**src/rtl/instr_mem_loader.sv**
```systemverilog
// Instruction-memory loader: writer side of the instruction RAM read by the fetch stage.
// Accepts a byte stream over valid/ready, packs four bytes into a 32-bit word, and writes
// each word to consecutive word addresses. The CPU is held stalled until the END_WORD
// terminator has been written.
//
// Ports:
//   clk_i          system clock, rising edge
//   rst_i          asynchronous active-high reset
//   start_i        begin a load (honoured in idle, done and error)
//   byte_in_i      stream byte
//   byte_valid_i   byte_in_i is valid
//   byte_ready_o   loader accepts a byte this cycle
//   wr_en_o        RAM write strobe, one cycle per word
//   wr_addr_o      RAM word address
//   wr_data_o      assembled instruction word
//   cpu_stall_o    PC stall; low only once the load is complete
//   done_o         terminator written
//   overflow_o     DEPTH words written without a terminator
//   word_count_o   words written in the current load, including the terminator
module instr_mem_loader #(
  parameter int unsigned DEPTH      = 512,
  parameter int unsigned ADDR_W     = 9,
  parameter bit          BIG_ENDIAN = 1'b1,
  parameter logic [31:0] END_WORD   = 32'hFFFF_FFFF
) (
  input  logic              clk_i,
  input  logic              rst_i,
  input  logic              start_i,
  input  logic [7:0]        byte_in_i,
  input  logic              byte_valid_i,
  output logic              byte_ready_o,
  output logic              wr_en_o,
  output logic [ADDR_W-1:0] wr_addr_o,
  output logic [31:0]       wr_data_o,
  output logic              cpu_stall_o,
  output logic              done_o,
  output logic              overflow_o,
  output logic [ADDR_W:0]   word_count_o
);

  typedef enum logic [2:0] {StIdle, StRecv, StWrite, StDone, StError} state_e;

  localparam logic [ADDR_W:0] DepthCnt = (ADDR_W + 1)'(DEPTH);
  localparam logic [ADDR_W:0] CntOne   = (ADDR_W + 1)'(1);

  state_e            state_q, state_d;
  logic [1:0]        byte_cnt_q, byte_cnt_d;
  logic [31:0]       asm_q, asm_d;
  logic [31:0]       wr_data_q, wr_data_d;
  logic [ADDR_W-1:0] wr_addr_q, wr_addr_d;
  logic [ADDR_W:0]   word_cnt_q, word_cnt_d;
  logic [31:0]       asm_next;

  always_ff @(posedge clk_i or posedge rst_i) begin
    if (rst_i) begin
      state_q    <= StIdle;
      byte_cnt_q <= '0;
      asm_q      <= '0;
      wr_data_q  <= '0;
      wr_addr_q  <= '0;
      word_cnt_q <= '0;
    end else begin
      state_q    <= state_d;
      byte_cnt_q <= byte_cnt_d;
      asm_q      <= asm_d;
      wr_data_q  <= wr_data_d;
      wr_addr_q  <= wr_addr_d;
      word_cnt_q <= word_cnt_d;
    end
  end

  always_comb begin
    state_d    = state_q;
    byte_cnt_d = byte_cnt_q;
    asm_d      = asm_q;
    wr_data_d  = wr_data_q;
    wr_addr_d  = wr_addr_q;
    word_cnt_d = word_cnt_q;
    // First byte of a word ends up in the MSBs (big endian) or LSBs (little endian).
    asm_next   = BIG_ENDIAN ? {asm_q[23:0], byte_in_i} : {byte_in_i, asm_q[31:8]};

    unique case (state_q)
      StIdle, StDone, StError: begin
        if (start_i) begin
          state_d    = StRecv;
          word_cnt_d = '0;
          wr_addr_d  = '0;
          byte_cnt_d = '0;
          asm_d      = '0;
        end
      end
      StRecv: begin
        if (byte_valid_i) begin
          asm_d      = asm_next;
          byte_cnt_d = byte_cnt_q + 2'd1;  // wraps to 0 on the 4th byte
          if (byte_cnt_q == 2'd3) begin
            // Latch the write address/data now so they stay stable after the strobe.
            state_d   = StWrite;
            wr_data_d = asm_next;
            wr_addr_d = word_cnt_q[ADDR_W-1:0];
          end
        end
      end
      StWrite: begin
        if (word_cnt_q != DepthCnt) begin
          word_cnt_d = word_cnt_q + CntOne;
        end
        // Terminator takes priority even when it lands in the last RAM slot.
        if (wr_data_q == END_WORD) begin
          state_d = StDone;
        end else if (word_cnt_q + CntOne == DepthCnt) begin
          state_d = StError;
        end else begin
          state_d = StRecv;
        end
      end
      default: state_d = StIdle;
    endcase
  end

  assign byte_ready_o = (state_q == StRecv);
  assign wr_en_o      = (state_q == StWrite);
  assign wr_addr_o    = wr_addr_q;
  assign wr_data_o    = wr_data_q;
  assign cpu_stall_o  = (state_q != StDone);
  assign done_o       = (state_q == StDone);
  assign overflow_o   = (state_q == StError);
  assign word_count_o = word_cnt_q;

endmodule

```
**config.mk**
```make
export PLATFORM = sky130hd
export DESIGN_NAME = instr_mem_loader
export DESIGN_NICKNAME = d
export VERILOG_FILES = /design/src/rtl/instr_mem_loader.sv
export SDC_FILE = /design/constraint.sdc
export NUM_CORES = 1
export LEC_CHECK = 0
export ABC_AREA = 1
export CAP_MARGIN = 20
export CORE_ASPECT_RATIO = 0.5
export CORE_UTILIZATION = 52
export CTS_CLUSTER_DIAMETER = 150
export CTS_CLUSTER_SIZE = 40
export DETAILED_ROUTE_END_ITERATION = 10
export PLACE_DENSITY = 0.91
export SYNTH_ARGS = -nofsm -noshare
export SYNTH_HDL_FRONTEND = slang
export SYNTH_SLANG_ARGS = --single-unit
```
**constraint.sdc**
```tcl
create_clock -name clk_i -period 3.65 [get_ports clk_i]
set_input_delay 0.73 -clock clk_i [delete_from_list [all_inputs] [get_ports clk_i]]
set_output_delay 0.73 -clock clk_i [all_outputs]
set_load 0.01 [all_outputs]
```
==> results.yml <==
logic_synthesis:
  ys_seq_area_frac: 0.562
  synthCells: 384
  syn-cell-area_um2: 3560
  synth.ff_latch_count: 80
  syn-num-nets: 399
  yosysWarningCount: 0
  synthesis.area_per_instance_um2: 9.28
  synthDistinctLibCells: 27
clock_tree:
  cts.root.buffer_cell: "sky130_fd_sc_hd__clkbuf_16"
  cts_inserted_buffers: 9
  worst_skew_pair.late_latency_ns: 0.35
  ctsLongestPathBuffers: 2
  post-cts-setup-buffers: 0
  cts_resized: 0
  numClockSinks: 80
  cts_hold_buf: 0
  ctsHtreeMaxLevel: 3
  tritoncts: "done"
  clock_slew_at_reported_path_ffs_ns: 0.06
final_layout:
  area_of_all_sequential_standard_cells_um2: 2000
  final.fill_count: 424
  final_util: 0.732
  drive_above_1_share: 0.122
  nets: 468
  top_library_cells_by_usage_in_the_layout_fill_and_taps_aside: "sky130_fd_sc_hd__nand2_1 (87), sky130_fd_sc_hd__dfrtp_1 (80), sky130_fd_sc_hd__clkdlybuf4s50_1 (67)"
  multi_input_comb_area_um2: 1280
  area_growth_syn_to_layout_pct: 30.1
  finalInstanceArea_um2: 4640
  layout_commonest_cell: "sky130_fd_sc_hd__nand2_1"
  num_antenna_cells: 0
floorplanning:
  fp.dieW_um: 119
  floorplan.io_pins: 68
  design.core.area_um2: 6330
  design.die.area_um2: 7210
  row_count: 20
  floorplan.die.height_um: 60.5
  floorplan.initialDensity: 0.563
power:
  internal_power_of_the_cells_mw: 2.10
  power.sequential.fraction: 0.379
  sw_frac_of_total: 0.364
  vdd_drop_max_mv: 0.685
  power.share.combinational: 0.350
  cellPowerDensity_nw_per_um2: 711
  power.static_leakage_nw: 2.06
  power_switching_mw: 1.20
  share_of_power_burned_in_the_clock_network: 0.271
setup_path:
  cp-end-kind: "primary output"
  crit_fanout: 15
  arrival_ns: 1.88
  timing.setup.critical_path_class: "reg2out"
  worst_r2r_path_depth: 9
  setup.worst_path.start_class: "register"
  reg2reg_to: "wr_data_o[11]"
  critPathLaunch: "state_q[0]"
  critical_path_required_ns: 2.92
  rr_startpoint: "state_q[0]"
  worst-r2r-setup-slack_ns: 1.50
routing:
  num_vias: 2935
  drt_pass1_iterations: 6
  dr.first_iter.drc_count: 251
  route.detailed.vias_per_inst: 5.38
  drt_wl_total_um: 8370
  drt-wirelength-per-cell_um: 15.3
  post-route-drc-count: 0
  antenna_violating_nets_post_route: 0
sta:
  slew_violations: 0
  fin_crit_sh: 0.715
  final.setup_skew_ns: 0.00618
  relSlewSlack: 0.417
  setup_tns_after_final_layout_ns: 0
  number_of_setup_violations_in_the_final_report: 0
  hold-worst-slack_ns: 0.501
  clock.fmax_mhz: 383
  timing_worst_slew_pin_value_ns: 0.872
  finalHoldViolCount: 0
  grt_setup_unrepaired: "false"
  setup_slack_ns: 1.04
  layout_min_cycle_time_ns: 2.61
grt:
  first_pass_grt_wire_length_um: 13800
  grt_overflow: 0
  number_of_antenna_violations_at_the_first_check_in_global_routing: 0
  first_global_vias: 2876
  grtUsageTotal: 0.255
  maximum_number_of_pins_on_one_net_before_global_route_repair: 65
placement:
  detailed_place_hpwl_um: 5460
  globalplace.congestion: 0.880
  buffer_ports.inserted: 67
  dp_slack_ns: 0.856
  placement.cell_area_um2: 4310
status:
  status: "completed"
hold_path:
  min_delay_worst_endpoint: "wr_addr_o[6]"
  hold_depth: 2
  min-delay-start: "wr_addr_o[6]"
  worst_hold_class: "reg2reg"
flow_run:
  max_cap_viol_count: 0
-- worst max-delay path, cell delays in order (launching register included) --
cell and delay, ns:
sky130_fd_sc_hd__dfrtp_1 0.45, sky130_fd_sc_hd__inv_2 0.07, sky130_fd_sc_hd__nor2_4 0.12, sky130_fd_sc_hd__inv_2 0.04, sky130_fd_sc_hd__nor2_2 0.08, sky130_fd_sc_hd__buf_4 0.21, sky130_fd_sc_hd__clkdlybuf4s50_1 0.56
-- flip-flops by register name (all words and copies together), names as in the netlist --
| signal | flops |
|---|---|
| wr_data_o | 32 |
| asm_q | 24 |
| word_count_o | 10 |
| wr_addr_o | 9 |
| state_q | 3 |
| byte_cnt_q | 2 |
-- metrics by stage --
stage / instances / power [mW]
finish: 546 / 3.30
global route: 546 / 3.47
CTS: 545 / 3.30
detailed placement: 529 / 2.39
global placement: 529 / 2.34
floorplan: 384 / 1.97
-- how the worst max path moves through the flow --
stage,endpoint,cells past startpoint
3_3_place_gp,wr_data_o[20],3
3_5_place_dp,wr_data_o[10],3
5_1_grt,byte_ready_o,6
2_1_floorplan,asm_q[0],1
6_report,byte_ready_o,6
4_1_cts,byte_ready_o,6
-- final cells by class --
| cell class | count | area share |
|---|---|---|
| Clock buffer | 10 | 0.0494 |
| Clock inverter | 6 | 0.0146 |
| Inverter | 56 | 0.0453 |
| Multi-Input combinational cell | 234 | 0.275 |
| Sequential cell | 80 | 0.432 |
| Tap cell | 88 | 0.0238 |
| Timing Repair Buffer | 72 | 0.160 |
-- synthesized netlist by cell type (all sizes together) --
master / number / area share
nor2: 22 / 0.029
or2: 1 / 0.0018
nand3: 20 / 0.029
ha: 3 / 0.011
o21ai: 56 / 0.080
inv: 56 / 0.059
nand4: 10 / 0.018
nand3b: 1 / 0.0021
a21oi: 1 / 0.0025
buf: 6 / 0.013
dfrtp: 80 / 0.56
nor4: 1 / 0.0018
nor3: 1 / 0.0014
o22ai: 29 / 0.086
nand2: 88 / 0.093
xnor2: 1 / 0.0025
clkbuf: 8 / 0.0084
-- routing by layer --
| metal | vias to the layer above | share of wire | GRT usage |
|---|---|---|---|
| li1 | 1402 | - | - |
| met1 | 1410 | 0.44 | 0.309 |
| met2 | 107 | 0.49 | 0.449 |
| met3 | 16 | 0.057 | 0.0714 |
| met4 | 0 | 0.019 | 0.105 |
| met5 | - | 0 | 0 |
-- power groups by stage --
stage / clock network (mW) / logic, mW / registers (mW)
floorplan: 0 / 0.705 / 1.27
global placement: 0 / 1.10 / 1.25
detailed placement: 0 / 1.13 / 1.25
CTS: 0.904 / 1.15 / 1.24
global route: 0.940 / 1.26 / 1.27
finish: 0.893 / 1.15 / 1.25
-- logic make-up (layout without fill, tap and decap cells) --
logic type,after synthesis,after routing,synth area share
adder cells (fa/ha/maj),3,3,0.0105
buffers and inverters,70,144,0.0801
flip-flops,80,80,0.562
AND/OR/NAND/NOR,144,144,0.177
AO/OA/AOI/OAI,86,86,0.168
XOR/XNOR,1,1,0.00246
Note: power is estimated with default switching activity, not from simulation.
